--- config.mk ---
export PLATFORM = sky130hd
export DESIGN_NAME = instr_loader
export DESIGN_NICKNAME = d
export VERILOG_FILES = /design/src/rtl/instr_loader.sv
export SDC_FILE = /design/constraint.sdc
export NUM_CORES = 1
export LEC_CHECK = 0
export BUFFER_PORTS_ARGS = -buffer_cell sky130_fd_sc_hd__buf_4
export CORE_ASPECT_RATIO = 0.9
export CORE_MARGIN = 2
export CORE_UTILIZATION = 40
export CTS_CLUSTER_DIAMETER = 150
export DETAILED_ROUTE_END_ITERATION = 8
export GPL_ROUTABILITY_DRIVEN = 0
export MAX_ROUTING_LAYER = met4
export PLACE_DENSITY = 0.62
export REMOVE_ABC_BUFFERS = 1
export SLEW_MARGIN = 20
export SYNTH_ARGS = -nofsm -noshare
export SYNTH_HDL_FRONTEND = slang
export SYNTH_SLANG_ARGS = --single-unit
export TNS_END_PERCENT = 100
--- constraint.sdc ---
create_clock -name clk -period 6 [get_ports clk]
set_input_delay 0 -clock clk [delete_from_list [all_inputs] [get_ports clk]]
set_output_delay 0 -clock clk [all_outputs]
set_load 0.005 [all_outputs]
--- src/rtl/instr_loader.sv ---
// Instruction loader: accepts decoded instruction fields, encodes them as RV32I words and
// writes them sequentially into instruction memory while holding the core stalled.
module instr_loader #(
  parameter logic [31:0] BASE_ADDR = 32'h0000_0000,
  parameter int unsigned MAX_WORDS = 64
) (
  input  logic        clk,
  input  logic        reset,
  input  logic        start,
  input  logic        in_valid,
  output logic        in_ready,
  input  logic        in_last,
  input  logic [2:0]  type_MD,
  input  logic [4:0]  rd,
  input  logic [4:0]  rs1,
  input  logic [4:0]  rs2,
  input  logic [2:0]  funct3,
  input  logic [6:0]  funct7,
  input  logic [20:0] imm,
  output logic        imem_we,
  output logic [31:0] imem_addr,
  output logic [31:0] imem_wdata,
  output logic        cpu_hold,
  output logic        done,
  output logic        err
);

  typedef enum logic [1:0] {
    StIdle,
    StLoad,
    StWrite,
    StDone
  } state_e;

  localparam logic [31:0] Nop     = 32'h0000_0013;
  localparam logic [31:0] LastIdx = 32'(MAX_WORDS - 1);

  localparam logic [6:0] OpLoad   = 7'b0000011;
  localparam logic [6:0] OpStore  = 7'b0100011;
  localparam logic [6:0] OpReg    = 7'b0110011;
  localparam logic [6:0] OpBranch = 7'b1100011;
  localparam logic [6:0] OpJal    = 7'b1101111;

  state_e      state_q, state_d;
  logic [31:0] addr_q, addr_d;
  logic [31:0] count_q, count_d;
  logic [31:0] wdata_q, wdata_d;
  logic        we_q, we_d;
  logic        last_q, last_d;
  logic        err_q, err_d;

  logic [31:0] enc_word;
  logic        enc_bad;

  // Field-to-word encoder; unknown classes become a NOP and flag an error.
  always_comb begin
    enc_word = Nop;
    enc_bad  = 1'b0;
    case (type_MD)
      3'b000:  enc_word = {imm[11:0], rs1, 3'b010, rd, OpLoad};
      3'b001:  enc_word = {imm[11:5], rs2, rs1, 3'b010, imm[4:0], OpStore};
      3'b010:  enc_word = {funct7, rs2, rs1, funct3, rd, OpReg};
      3'b011:  enc_word = {imm[12], imm[10:5], rs2, rs1, 3'b000, imm[4:1], imm[11], OpBranch};
      3'b100:  enc_word = {imm[20], imm[10:1], imm[11], imm[19:12], rd, OpJal};
      default: begin
        enc_word = Nop;
        enc_bad  = 1'b1;
      end
    endcase
  end

  always_comb begin
    state_d  = state_q;
    addr_d   = addr_q;
    count_d  = count_q;
    wdata_d  = wdata_q;
    we_d     = 1'b0;
    last_d   = last_q;
    err_d    = err_q;
    in_ready = 1'b0;
    cpu_hold = 1'b1;
    done     = 1'b0;

    case (state_q)
      StIdle: begin
        cpu_hold = 1'b0;
        if (start) begin
          state_d = StLoad;
          addr_d  = BASE_ADDR;
          count_d = '0;
          err_d   = 1'b0;
        end
      end
      StLoad: begin
        in_ready = 1'b1;
        if (in_valid) begin
          // we_d is raised here so imem_we is a flop that is high only in StWrite.
          wdata_d = enc_word;
          last_d  = in_last;
          we_d    = 1'b1;
          state_d = StWrite;
          if (enc_bad) begin
            err_d = 1'b1;
          end
        end
      end
      StWrite: begin
        addr_d  = addr_q + 32'd4;
        count_d = count_q + 32'd1;
        if (last_q) begin
          state_d = StDone;
        end else if (count_q == LastIdx) begin
          // Session filled without a last marker: abort.
          err_d   = 1'b1;
          state_d = StDone;
        end else begin
          state_d = StLoad;
        end
      end
      StDone: begin
        done    = 1'b1;
        state_d = StIdle;
      end
      default: state_d = StIdle;
    endcase
  end

  always_ff @(posedge clk or posedge reset) begin
    if (reset) begin
      state_q <= StIdle;
      addr_q  <= BASE_ADDR;
      count_q <= '0;
      wdata_q <= '0;
      we_q    <= 1'b0;
      last_q  <= 1'b0;
      err_q   <= 1'b0;
    end else begin
      state_q <= state_d;
      addr_q  <= addr_d;
      count_q <= count_d;
      wdata_q <= wdata_d;
      we_q    <= we_d;
      last_q  <= last_d;
      err_q   <= err_d;
    end
  end

  assign imem_we    = we_q;
  assign imem_addr  = addr_q;
  assign imem_wdata = wdata_q;
  assign err        = err_q;

endmodule

Yosys cells after proc, flatten, opt, wreduce, memory -nomap -nowiden
Index checks and enable logic that the tools add are counted.
{ "totals": {"ff_bits": 101, "latch_bits": 0, "mem_bits_rw": 0, "romBits": 0, "out_inout_bits": 69, "word_cells": 51, "n_memories": 0} }
{ "classes": {"add_sub_neg": 2, "multipliers": 0, "div_mod_pow": 0, "magnitude_cmp": 0, "eq_ne": 13, "shift": 0, "muxes": 20, "n_bitwise": 0, "n_reduce_logical": 9} }
{ "ops": {"columns": ["op", "count"], "rows": [
  ["32-bit one-hot mux with 5 select lines", 1],
  ["32-bit one-hot mux with 2 select lines", 2],
  ["32-bit by 1-bit adder with 32-bit output (second input constant)", 1],
  ["32-bit by 3-bit adder with 32-bit output (second input constant)", 1],
  ["32-bit by 6-bit equality test with 1-bit output (second input constant)", 1],
  ["32-bit two-way mux", 1],
  ["1-bit two-way mux", 10],
  ["2-bit inequality test (second input constant)", 5],
  ["2-bit two-way mux", 4],
  ["2-bit one-hot mux with 4 select lines", 1],
  ["3-bit by 2-bit equality test with 1-bit output (second input constant)", 2],
  ["2-bit AND reduction", 3],
  ["6-bit AND reduction", 1],
  ["5-bit OR reduction", 1],
  ["2-bit equality test (second input constant)", 2],
  ["3-bit by 1-bit equality test with 1-bit output (second input constant)", 1],
  ["3-bit equality test (second input constant)", 1],
  ["3-bit zero test", 1],
  ["1-bit one-hot mux with 3 select lines", 1],
  ["3-bit nonzero test", 1],
  ["2-bit by 1-bit equality test with 1-bit output (second input constant)", 1],
  ["2-bit zero test", 1],
  ["2-bit nonzero test", 1]
]} }

Logic depth before layout (Yosys ltp)
Gate-level depths: netlist of the first run.
{ "logic_depth": {"depth_word": 5, "mapped_depth": 9, "ltp_nobuf": 6} }

Least setup slack after synthesis of the first run
No wires, ideal clock.
{ "synth_path": {"path_type": "register -> register", "from": "register state_q[0]", "to": "register count_q[18]", "t_arrival_ps": 2337, "required_ps": 5922, "path_slack_ps": 3585, "path_stages_with_launch": 10, "path_buffers": 3, "period_less_slack_ps": 2415, "path_cell_list": "dfrtp_1 inv_1 ha_1 buf_2 mux2i_1 buf_6 or4_4 buf_6 or4_1 a21oi_1"} }
{ "synth_between": {"elab_chain_len": 3} }
{ "synth_lines": {"columns": ["element", "line", "rtl"], "rows": [
  ["from (decl)", "44", "state_e state_q, state_d;"],
  ["from (signal assigned)", "130", "state_q <= StIdle;"],
  ["from (signal assigned)", "138", "state_q <= state_d;"],
  ["2-bit equality test or 2-bit zero test (tied branches)", "84", "case (state_q)"],
  ["2-bit nonzero test (no source line) or 2-bit inequality test (tied branches)", null, null],
  ["2-bit AND reduction (no source line)", null, null],
  ["to (signal assigned)", "140", "count_q <= count_d;"],
  ["to (decl)", "46", "logic [31:0] count_q, count_d;"]
]} }
Several ways; a longest one is shown, not always the timed one.
A chain may end at the register's enable or synchronous reset.

Worst setup path in the final report of the first run
{ "layout_path": {"from": "register state_q[0]", "to": "register addr_q[24] (netlist: imem_addr[24])"} }
{ "layout_between": {"elab_chain_len": 3} }
{ "layout_lines": {"columns": ["element", "line", "rtl"], "rows": [
  ["2-bit equality test or 2-bit zero test (tied branches)", "84", null],
  ["2-bit nonzero test (no source line) or 2-bit inequality test (tied branches)", null, null],
  ["2-bit AND reduction (no source line)", null, null],
  ["to (signal assigned)", "139", "addr_q <= addr_d;"],
  ["to (decl)", "45", "logic [31:0] addr_q, addr_d;"]
]} }
Several ways; a longest one is shown, not always the timed one.

==> PnR_summary.wiki, run 1 <==
{| class="wikitable"
! Metric !! Value
|-
| Run status || finished, final reports clean
|-
| Ys Warns || 0
|-
| Power density over the cells || 312.3 mW/mm^2
|-
| Netlist Area Pre-Place || 0.005371 sq mm
|-
| Critical Path Max Stage Delay || 740 ps
|-
| Cell seen most often among critical-path stages || sky130_fd_sc_hd__or4_1
|-
| Post-synthesis async set-or-reset flop share || 100.0%
|-
| Number of sinks driven by the clock tree || 97
|-
| Number of placement rows || 40
|-
| Die Area || 0.01437 sq mm
|-
| Worst vdd ir || 0.2572 mV
|-
| Share of final-layout standard cells stronger than drive strength 1 || 20.67%
|-
| Count of instances resized after the clock tree is built || 0
|-
| Final total power || 2138 uW
|-
| Reg-to-reg critical path startpoint || state_q[0]
|-
| NetSw || 722.3 uW
|-
| Most frequently used flop master after synthesis || sky130_fd_sc_hd__dfrtp_1
|-
| Number of buffers and inverters on the critical path || 2
|-
| CP max stage cell || sky130_fd_sc_hd__or4_1
|-
| List of cells traversed by the critical path || inv_1 > ha_1 > mux2i_2 > buf_4 > or4_1 > or4_1 > a21oi_1
|-
| Synthesized instance count || 596
|-
| Boundary Pins || 123
|-
| Main combinational cell family by area after synthesis || simple AND/OR/NAND/NOR gates
|-
| Via total after detailed routing || 5009
|-
| Library cell with the largest summed area after synthesis || sky130_fd_sc_hd__dfrtp_1
|-
| Buffers on Ports || 120
|-
| Clock insertion delay at the later pin of the skew report || 360 ps
|-
| GRT Residual Overflow || 0
|-
| Initial drt markers || 342
|-
| Final HPWL DP || 9310 microns
|-
| M1 GR Usage || 26.06%
|-
| Leakage power of the design || 0.003088 uW
|-
| Pint || 1416 uW
|-
| Number of buffers on the longest clock path || 2
|-
| Capture point of the worst reg-to-reg path || imem_addr[24]
|-
| Switching share of power || 33.78%
|-
| DRC violation count after routing || 0
|-
| Post-CTS Setup Repair Bufs || 0
|-
| Type of the worst min-delay path || input port to flip-flop
|-
| Routed Wire Length || 13710 microns
|-
| Average cell area after synthesis || 9.012 sq um
|-
| Part of the power in registers || 40.2%
|-
| Endpoint arrival time on the critical path || 3710 ps
|-
| Die outline height || 113.9 microns
|-
| Root buffer selected by CTS || sky130_fd_sc_hd__clkbuf_16
|-
| Number of distinct library cell variants in the gate-level netlist after synthesis || 54
|-
| FF-to-FF setup slack || 2560 ps
|-
| Maximum number of pins on one net before global-route repair || 81
|-
| Count of inserted antenna diode cells || 0
|-
| Post-route worst hold slack || 6.329 ps
|-
| Via count of the first global-routing pass || 4713
|-
| Post-layout min period || 3438 ps
|-
| Met3 demand-to-capacity share in global routing || 5.441%
|-
| Total Negative Setup Slacks || 0 ps
|-
| Final clock skew || 5.520 ps
|-
| Hold Path Depth || 3
|-
| Layout-stage area growth over the synthesis result || 27.46%
|-
| Cell class contributing the biggest share of worst-path delay || simple AND/OR/NAND/NOR gates
|-
| Vias per cell || 5.666
|-
| Fraction of the yosys area taken by sequential cells || 45.19%
|-
| Clock transition at the registers of the reported paths || 70 ps
|-
| Setup violators final || 0
|-
| Worst hold endpoint || imem_wdata[14]
|-
| Total of flip-flops plus latches after synthesis || 97
|-
| Worst Max-Slew Pin Slew || 955.4 ps
|-
| Combinational cell fraction of total power || 31.9%
|-
| Fin. Hold Viols || 0
|-
| Fraction of the cycle the final worst path needs || 57.29%
|-
| Global-route track usage on met2 || 30.90%
|-
| Nets || 772
|-
| Max-slew violation total from the final report || 0
|-
| Worst setup startpoint || state_q[0]
|-
| Synthesized-area fraction occupied by adder cells || 1.631%
|-
| Tightest slew margin relative to the limit || 35.72%
|-
| Required time of the critical path || 6270 ps
|-
| Kind of critical path || flip-flop to flip-flop
|-
| Fraction of synthesized cell area in xor and xnor cells || 1.304%
|-
| Multiplexer share of the synthesized area || 3.028%
|-
| Total CTS buffers || 9
|-
| Number of antenna violations at the first check in global routing || 0
|-
| Clock tree from TritonCTS || built
|-
| Gr busiest metal || met2
|-
| Startpoint kind of the worst setup timing path || flip-flop
|-
| Length in cells of the worst reg-to-reg path || 7
|-
| CP max FO || 22
|-
| First-pass DRT Iterations || 5
|-
| Fmax || 290.9 MHz
|-
| Global-route wire length before repair || 22900 microns
|-
| Top cells by area, synth || sky130_fd_sc_hd__dfrtp_1, sky130_fd_sc_hd__nand2_1, sky130_fd_sc_hd__o21ai_0
|-
| Routed wirelength normalized by instance count || 15.51 microns
|-
| Count of flip-flops with a built-in enable after synthesis || 0
|-
| Max Cap Violations || 0
|-
| Die span in x || 126.2 microns
|-
| Initial Utilization || 40.65%
|-
| Total routing usage reported by global routing || 20.04%
|-
| Share of power burned in the clock network || 27.9%
|-
| Number of routed nets with antenna violations || 0
|-
| Hold path start || funct3[2]
|-
| Unrepaired setup endpoints after global routing || false
|-
| Core box area || 0.01321 sq mm
|-
| Portion of synthesized cell area occupied by the leading cell type || 45.19%
|-
| Synthesized-area fraction occupied by ao, oa, aoi and oai cells || 19.82%
|-
| Simple-Gate Fraction of Synth Area || 24.37%
|-
| H-tree level count || 3
|-
| Capturing element type of the critical path || flip-flop
|}
## cells by family (layout without fill, tap and decap cells)
logic type,Yosys count,in the layout
flip-flops,97,97
AND/OR/NAND/NOR,244,244
multiplexers,16,16
other,1,2
AO/OA/AOI/OAI,166,166
buffers and inverters,57,176
adder cells (fa/ha/maj),7,7
XOR/XNOR,8,8
## layout by cell type (no fill, tap or decap), types with 2 or more instances in the layout
| master | count |
|---|---|
| sky130_fd_sc_hd__buf_4 | 124 |
| sky130_fd_sc_hd__dfrtp_1 | 97 |
| sky130_fd_sc_hd__nand2_1 | 85 |
| sky130_fd_sc_hd__o21ai_0 | 49 |
| sky130_fd_sc_hd__a21oi_1 | 36 |
| sky130_fd_sc_hd__nor2_1 | 23 |
| sky130_fd_sc_hd__o31ai_1 | 20 |
| sky130_fd_sc_hd__dlygate4sd3_1 | 20 |
| sky130_fd_sc_hd__a31oi_1 | 17 |
| sky130_fd_sc_hd__or4_1 | 17 |
| sky130_fd_sc_hd__nor4_1 | 15 |
| sky130_fd_sc_hd__or3_1 | 14 |
| sky130_fd_sc_hd__nand3_1 | 14 |
| sky130_fd_sc_hd__inv_1 | 14 |
| sky130_fd_sc_hd__nor2b_1 | 14 |
| sky130_fd_sc_hd__mux2i_1 | 13 |
| sky130_fd_sc_hd__and4_1 | 12 |
| sky130_fd_sc_hd__nand4_1 | 11 |
| sky130_fd_sc_hd__a41o_1 | 9 |
| sky130_fd_sc_hd__nand2b_1 | 9 |
| sky130_fd_sc_hd__clkbuf_16 | 9 |
| sky130_fd_sc_hd__and2_1 | 8 |
| sky130_fd_sc_hd__a22oi_1 | 8 |
| sky130_fd_sc_hd__xnor2_1 | 7 |
| sky130_fd_sc_hd__nor3_1 | 7 |
| sky130_fd_sc_hd__ha_1 | 7 |
| sky130_fd_sc_hd__a2bb2oi_1 | 6 |
| sky130_fd_sc_hd__o32a_1 | 5 |
| sky130_fd_sc_hd__nor3b_1 | 4 |
| sky130_fd_sc_hd__clkinvlp_4 | 4 |
| sky130_fd_sc_hd__and3_1 | 3 |
| sky130_fd_sc_hd__a22o_1 | 3 |
| sky130_fd_sc_hd__o21a_1 | 2 |
| sky130_fd_sc_hd__o211ai_1 | 2 |
| sky130_fd_sc_hd__mux2_2 | 2 |
| sky130_fd_sc_hd__a21o_1 | 2 |
| sky130_fd_sc_hd__conb_1 | 2 |
| sky130_fd_sc_hd__inv_6 | 2 |
## layer usage
layer | vias up | share of wire (%) | routed length [microns]
li1 | 2433 | - | -
met1 | 2431 | 46 | 6242
met2 | 127 | 47 | 6440
met5 | - | 0 | 0
met3 | 18 | 6.1 | 835
met4 | 0 | 1.4 | 190
## worst register-to-register path: cells and delay by family (launching register included)
kind / cells / cell delay [ps]
compound gates: 1 / 160
fa+ha+maj: 1 / 610
buf+inv: 2 / 470
flops: 1 / 420
mux: 1 / 400
simple gates: 2 / 1300
## state kept, by name (all words and copies together) (netlist names)
signal / cells
count_q: 32
imem_addr: 30
imem_wdata: 30
state_q: 2
err: 1
imem_we: 1
last_q: 1
## metrics by stage
step                      util (%)  std cells  worst slack [ps]  instance area, sq um
after global routing         51.82        884              2303                  6847
after global placement       47.98        848              2760                  6340
after floorplan                  -        555              2856                  5185
final                        51.82        884              2562                  6847
after detailed placement     47.98        848              2612                  6340
after CTS                    51.79        884              2590                  6843
## worst max-delay path by stage
| stage | depth (start not counted) | slack [ps] | end |
|---|---|---|---|
| 5_1_grt | 7 | 2300 | imem_addr[24] |
| 3_5_place_dp | 7 | 2610 | imem_addr[24] |
| 6_report | 7 | 2560 | imem_addr[24] |
| 3_3_place_gp | 7 | 2760 | imem_addr[24] |
| 2_1_floorplan | 6 | 2860 | count_q[23] |
| 4_1_cts | 7 | 2590 | imem_addr[24] |
## cells in the mapped netlist (all sizes together), types with 14 or more instances
library cell / n
dfrtp: 97
nand2: 85
o21ai: 50
a21oi: 36
clkbuf: 32
nor2: 23
o31ai: 20
or4: 18
a31oi: 17
inv: 15
nor4: 15
mux2i: 14
nand3: 14
nor2b: 14
or3: 14
## timing repair
action	in CTS	in global routing
setup endpoints to repair	0	0
hold buffers	20	0
hold endpoints to repair	36	0
## power groups by stage
stage	clock [uW]	combinational (uW)	sequential [uW]
4_1_cts	613	691	860
6_report	596	681	860
3_5_place_dp	0	679	869
5_1_grt	635	766	877
2_1_floorplan	0	326	867
3_3_place_gp	0	664	865
## final cells by class
class | count | area [sq um]
Timing Repair Buffer | 145 | 1142
Clock buffer | 9 | 225.2
Sequential cell | 97 | 2427
Fill cell | 1243 | 6366
Multi-Input combinational cell | 443 | 2705
Tap cell | 168 | 210.2
Inverter | 15 | 58.81
Clock inverter | 7 | 77.57
No activity file was read; power rests on OpenSTA's default activity.
==> run 2: changes to the inputs <==
Clock period 6 ns to 3.29 ns, I/O delays scaled along.
==> PnR_summary.wiki, run 2 (synthesis results as in run 1) <==
{| class="wikitable"
! Metric !! Value
|-
| Part of the power in registers || 40.4% (+0.2 points)
|-
| H-tree level count || 3 (unchanged)
|-
| Unrepaired setup endpoints after global routing || false
|-
| Number of buffers on the longest clock path || 2 (unchanged)
|-
| Initial drt markers || 386 (+13%)
|-
| Fmax || 365.0 MHz (+25%)
|-
| Nets || 778 (+0.78%)
|-
| Via total after detailed routing || 5061 (+1.0%)
|-
| NetSw || 1292 uW (+79%)
|-
| Count of instances resized after the clock tree is built || 0 (unchanged)
|-
| Routed wirelength normalized by instance count || 16.14 microns (+4.1%)
|-
| Max Cap Violations || 0 (unchanged)
|-
| Total routing usage reported by global routing || 20.85% (+0.81 points)
|-
| Buffers on Ports || 120 (unchanged)
|-
| Number of antenna violations at the first check in global routing || 0 (unchanged)
|-
| Required time of the critical path || 3550 ps (-2720 ps)
|-
| GRT Residual Overflow || 0 (unchanged)
|-
| Routed Wire Length || 14360 microns (+4.8%)
|-
| Startpoint kind of the worst setup timing path || flip-flop
|-
| Number of sinks driven by the clock tree || 97 (unchanged)
|-
| Final clock skew || 5.379 ps (-0.1413 ps)
|-
| Met3 demand-to-capacity share in global routing || 6.051% (+0.61 points)
|-
| Share of final-layout standard cells stronger than drive strength 1 || 21.47% (+0.80 points)
|-
| CP max FO || 15 (-32%)
|-
| Root buffer selected by CTS || sky130_fd_sc_hd__clkbuf_16
|-
| Total Negative Setup Slacks || 0 ps (unchanged)
|-
| Leakage power of the design || 0.003132 uW (+1.4%)
|-
| Global-route wire length before repair || 23900 microns (+4.4%)
|-
| Share of power burned in the clock network || 27.3% (-0.6 points)
|-
| Tightest slew margin relative to the limit || 43.20% (+7.5 points)
|-
| List of cells traversed by the critical path || inv_1 > ha_1 > mux2i_2 > or4_1 > nor4_1 > mux2i_1
|-
| Die Area || 0.01437 sq mm (unchanged)
|-
| First-pass DRT Iterations || 4 (-1)
|-
| Worst vdd ir || 0.2957 mV (+15%)
|-
| Die outline height || 113.9 microns (unchanged)
|-
| Maximum number of pins on one net before global-route repair || 66 (-19%)
|-
| FF-to-FF setup slack || 550 ps (-2010 ps)
|-
| Capturing element type of the critical path || flip-flop
|-
| Clock tree from TritonCTS || built
|-
| Cell class contributing the biggest share of worst-path delay || simple AND/OR/NAND/NOR gates
|-
| Kind of critical path || flip-flop to flip-flop
|-
| Die span in x || 126.2 microns (unchanged)
|-
| Core box area || 0.01321 sq mm (unchanged)
|-
| Boundary Pins || 123 (unchanged)
|-
| Endpoint arrival time on the critical path || 3000 ps (-710 ps)
|-
| Most frequent cells in the layout || sky130_fd_sc_hd__buf_4, sky130_fd_sc_hd__dfrtp_1, sky130_fd_sc_hd__nand2_1
|-
| Largest register by flop count || count_q
|-
| Switching share of power || 33.19% (-0.59 points)
|-
| Utilization after layout || 52.06% (+0.25 points)
|-
| Count of inserted antenna diode cells || 0 (unchanged)
|-
| Number of placement rows || 40 (unchanged)
|-
| Total CTS buffers || 9 (unchanged)
|-
| Combinational cell fraction of total power || 32.3% (+0.4 points)
|-
| DRC violation count after routing || 0 (unchanged)
|-
| Layout-stage area growth over the synthesis result || 28.07%
|-
| Via count of the first global-routing pass || 4932 (+4.6%)
|-
| Number of buffers and inverters on the critical path || 1 (-1)
|-
| Global-route track usage on met2 || 34.01% (+3.1 points)
|-
| Number of flip-flops in the largest register || 32 (unchanged)
|-
| CP max stage cell || sky130_fd_sc_hd__or4_1
|-
| Run status || finished, final reports clean
|-
| Gr busiest metal || met2
|-
| Max-slew violation total from the final report || 0 (unchanged)
|-
| Vias per cell || 5.687 (+0.36%)
|-
| Most frequent standard cell in the layout excluding fill and tap cells || sky130_fd_sc_hd__buf_4
|-
| Post-route worst hold slack || 18.53 ps (+12.20 ps)
|-
| M1 GR Usage || 25.95% (-0.11 points)
|-
| Type of the worst min-delay path || input port to flip-flop
|-
| Number of routed nets with antenna violations || 0 (unchanged)
|-
| Final HPWL DP || 9737 microns (+4.6%)
|-
| Fraction of the cycle the final worst path needs || 83.27% (+26 points)
|-
| Setup violators final || 0 (unchanged)
|-
| Pint || 2601 uW (+84%)
|-
| Clock transition at the registers of the reported paths || 70 ps (about the same)
|-
| Post-layout min period || 2740 ps (-698.0 ps)
|-
| Fin. Hold Viols || 0 (unchanged)
|-
| Power density over the cells || 565.9 mW/mm^2 (+81%)
|-
| Clock insertion delay at the later pin of the skew report || 350 ps (about the same)
|-
| Worst Max-Slew Pin Slew || 852.0 ps (-103.5 ps)
|-
| Critical Path Max Stage Delay || 810 ps (+70 ps)
|-
| Initial Utilization || 40.65% (unchanged)
|}
-- run 2: final cells by class --
cell class | count | area, sq um
Fill cell | 1272 | 6334
Clock inverter | 6 | 57.56
Sequential cell | 97 | 2427
Inverter | 15 | 58.81
Clock buffer | 10 | 239.0
Multi-Input combinational cell | 443 | 2705
Timing Repair Buffer | 151 | 1181
Tap cell | 168 | 210.2
-- run 2: power by group through the flow --
stage / Clock, uW / Combinational [uW] / Sequential, uW
floorplan: 0 / 595 / 1580
global placement: 0 / 1230 / 1580
detailed placement: 0 / 1250 / 1590
CTS: 1090 / 1280 / 1570
global route: 1140 / 1400 / 1600
finish: 1060 / 1260 / 1570
-- run 2: worst paths after layout --
check                            endpoint  cells after the start          start
min                        imem_wdata[12]                      3        imm[12]
min reg2reg                 imem_wdata[4]                      2  imem_wdata[4]
min in group asynchronous   imem_wdata[1]                      3          reset
max in group asynchronous  imem_wdata[22]                      4          reset
max reg2reg                   count_q[31]                      6     state_q[0]
max                           count_q[31]                      6     state_q[0]
-- run 2: per-layer routing --
metal  part of all wire, %  vias up
met3                   5.6       12
met5                     0        -
met1                    45     2483
met2                    49      122
li1                      -     2444
met4                  0.90        0
-- run 2: per-stage QoR --
step | power, uW | area, sq um | setup WS (ps) | std cells
finish | 3893 | 6879 | 550.4 | 890
global route | 4147 | 6879 | 419.5 | 890
CTS | 3941 | 6879 | 602.9 | 890
detailed placement | 2843 | 6392 | 624.8 | 855
global placement | 2809 | 6392 | 754.9 | 855
floorplan | 2176 | 5185 | 145.7 | 555
-- run 2: timing repair --
action | CTS | global route
setup buffers | 0 | 0
endpoints found under the hold margin | 81 | 0
hold buffers | 19 | 0
-- run 2: worst reg2reg max path: stages (launching register included) --
cell	delay [ps]
sky130_fd_sc_hd__dfrtp_1	400
sky130_fd_sc_hd__inv_1	120
sky130_fd_sc_hd__ha_1	280
sky130_fd_sc_hd__mux2i_2	250
sky130_fd_sc_hd__or4_1	810
sky130_fd_sc_hd__nor4_1	500
sky130_fd_sc_hd__mux2i_1	290
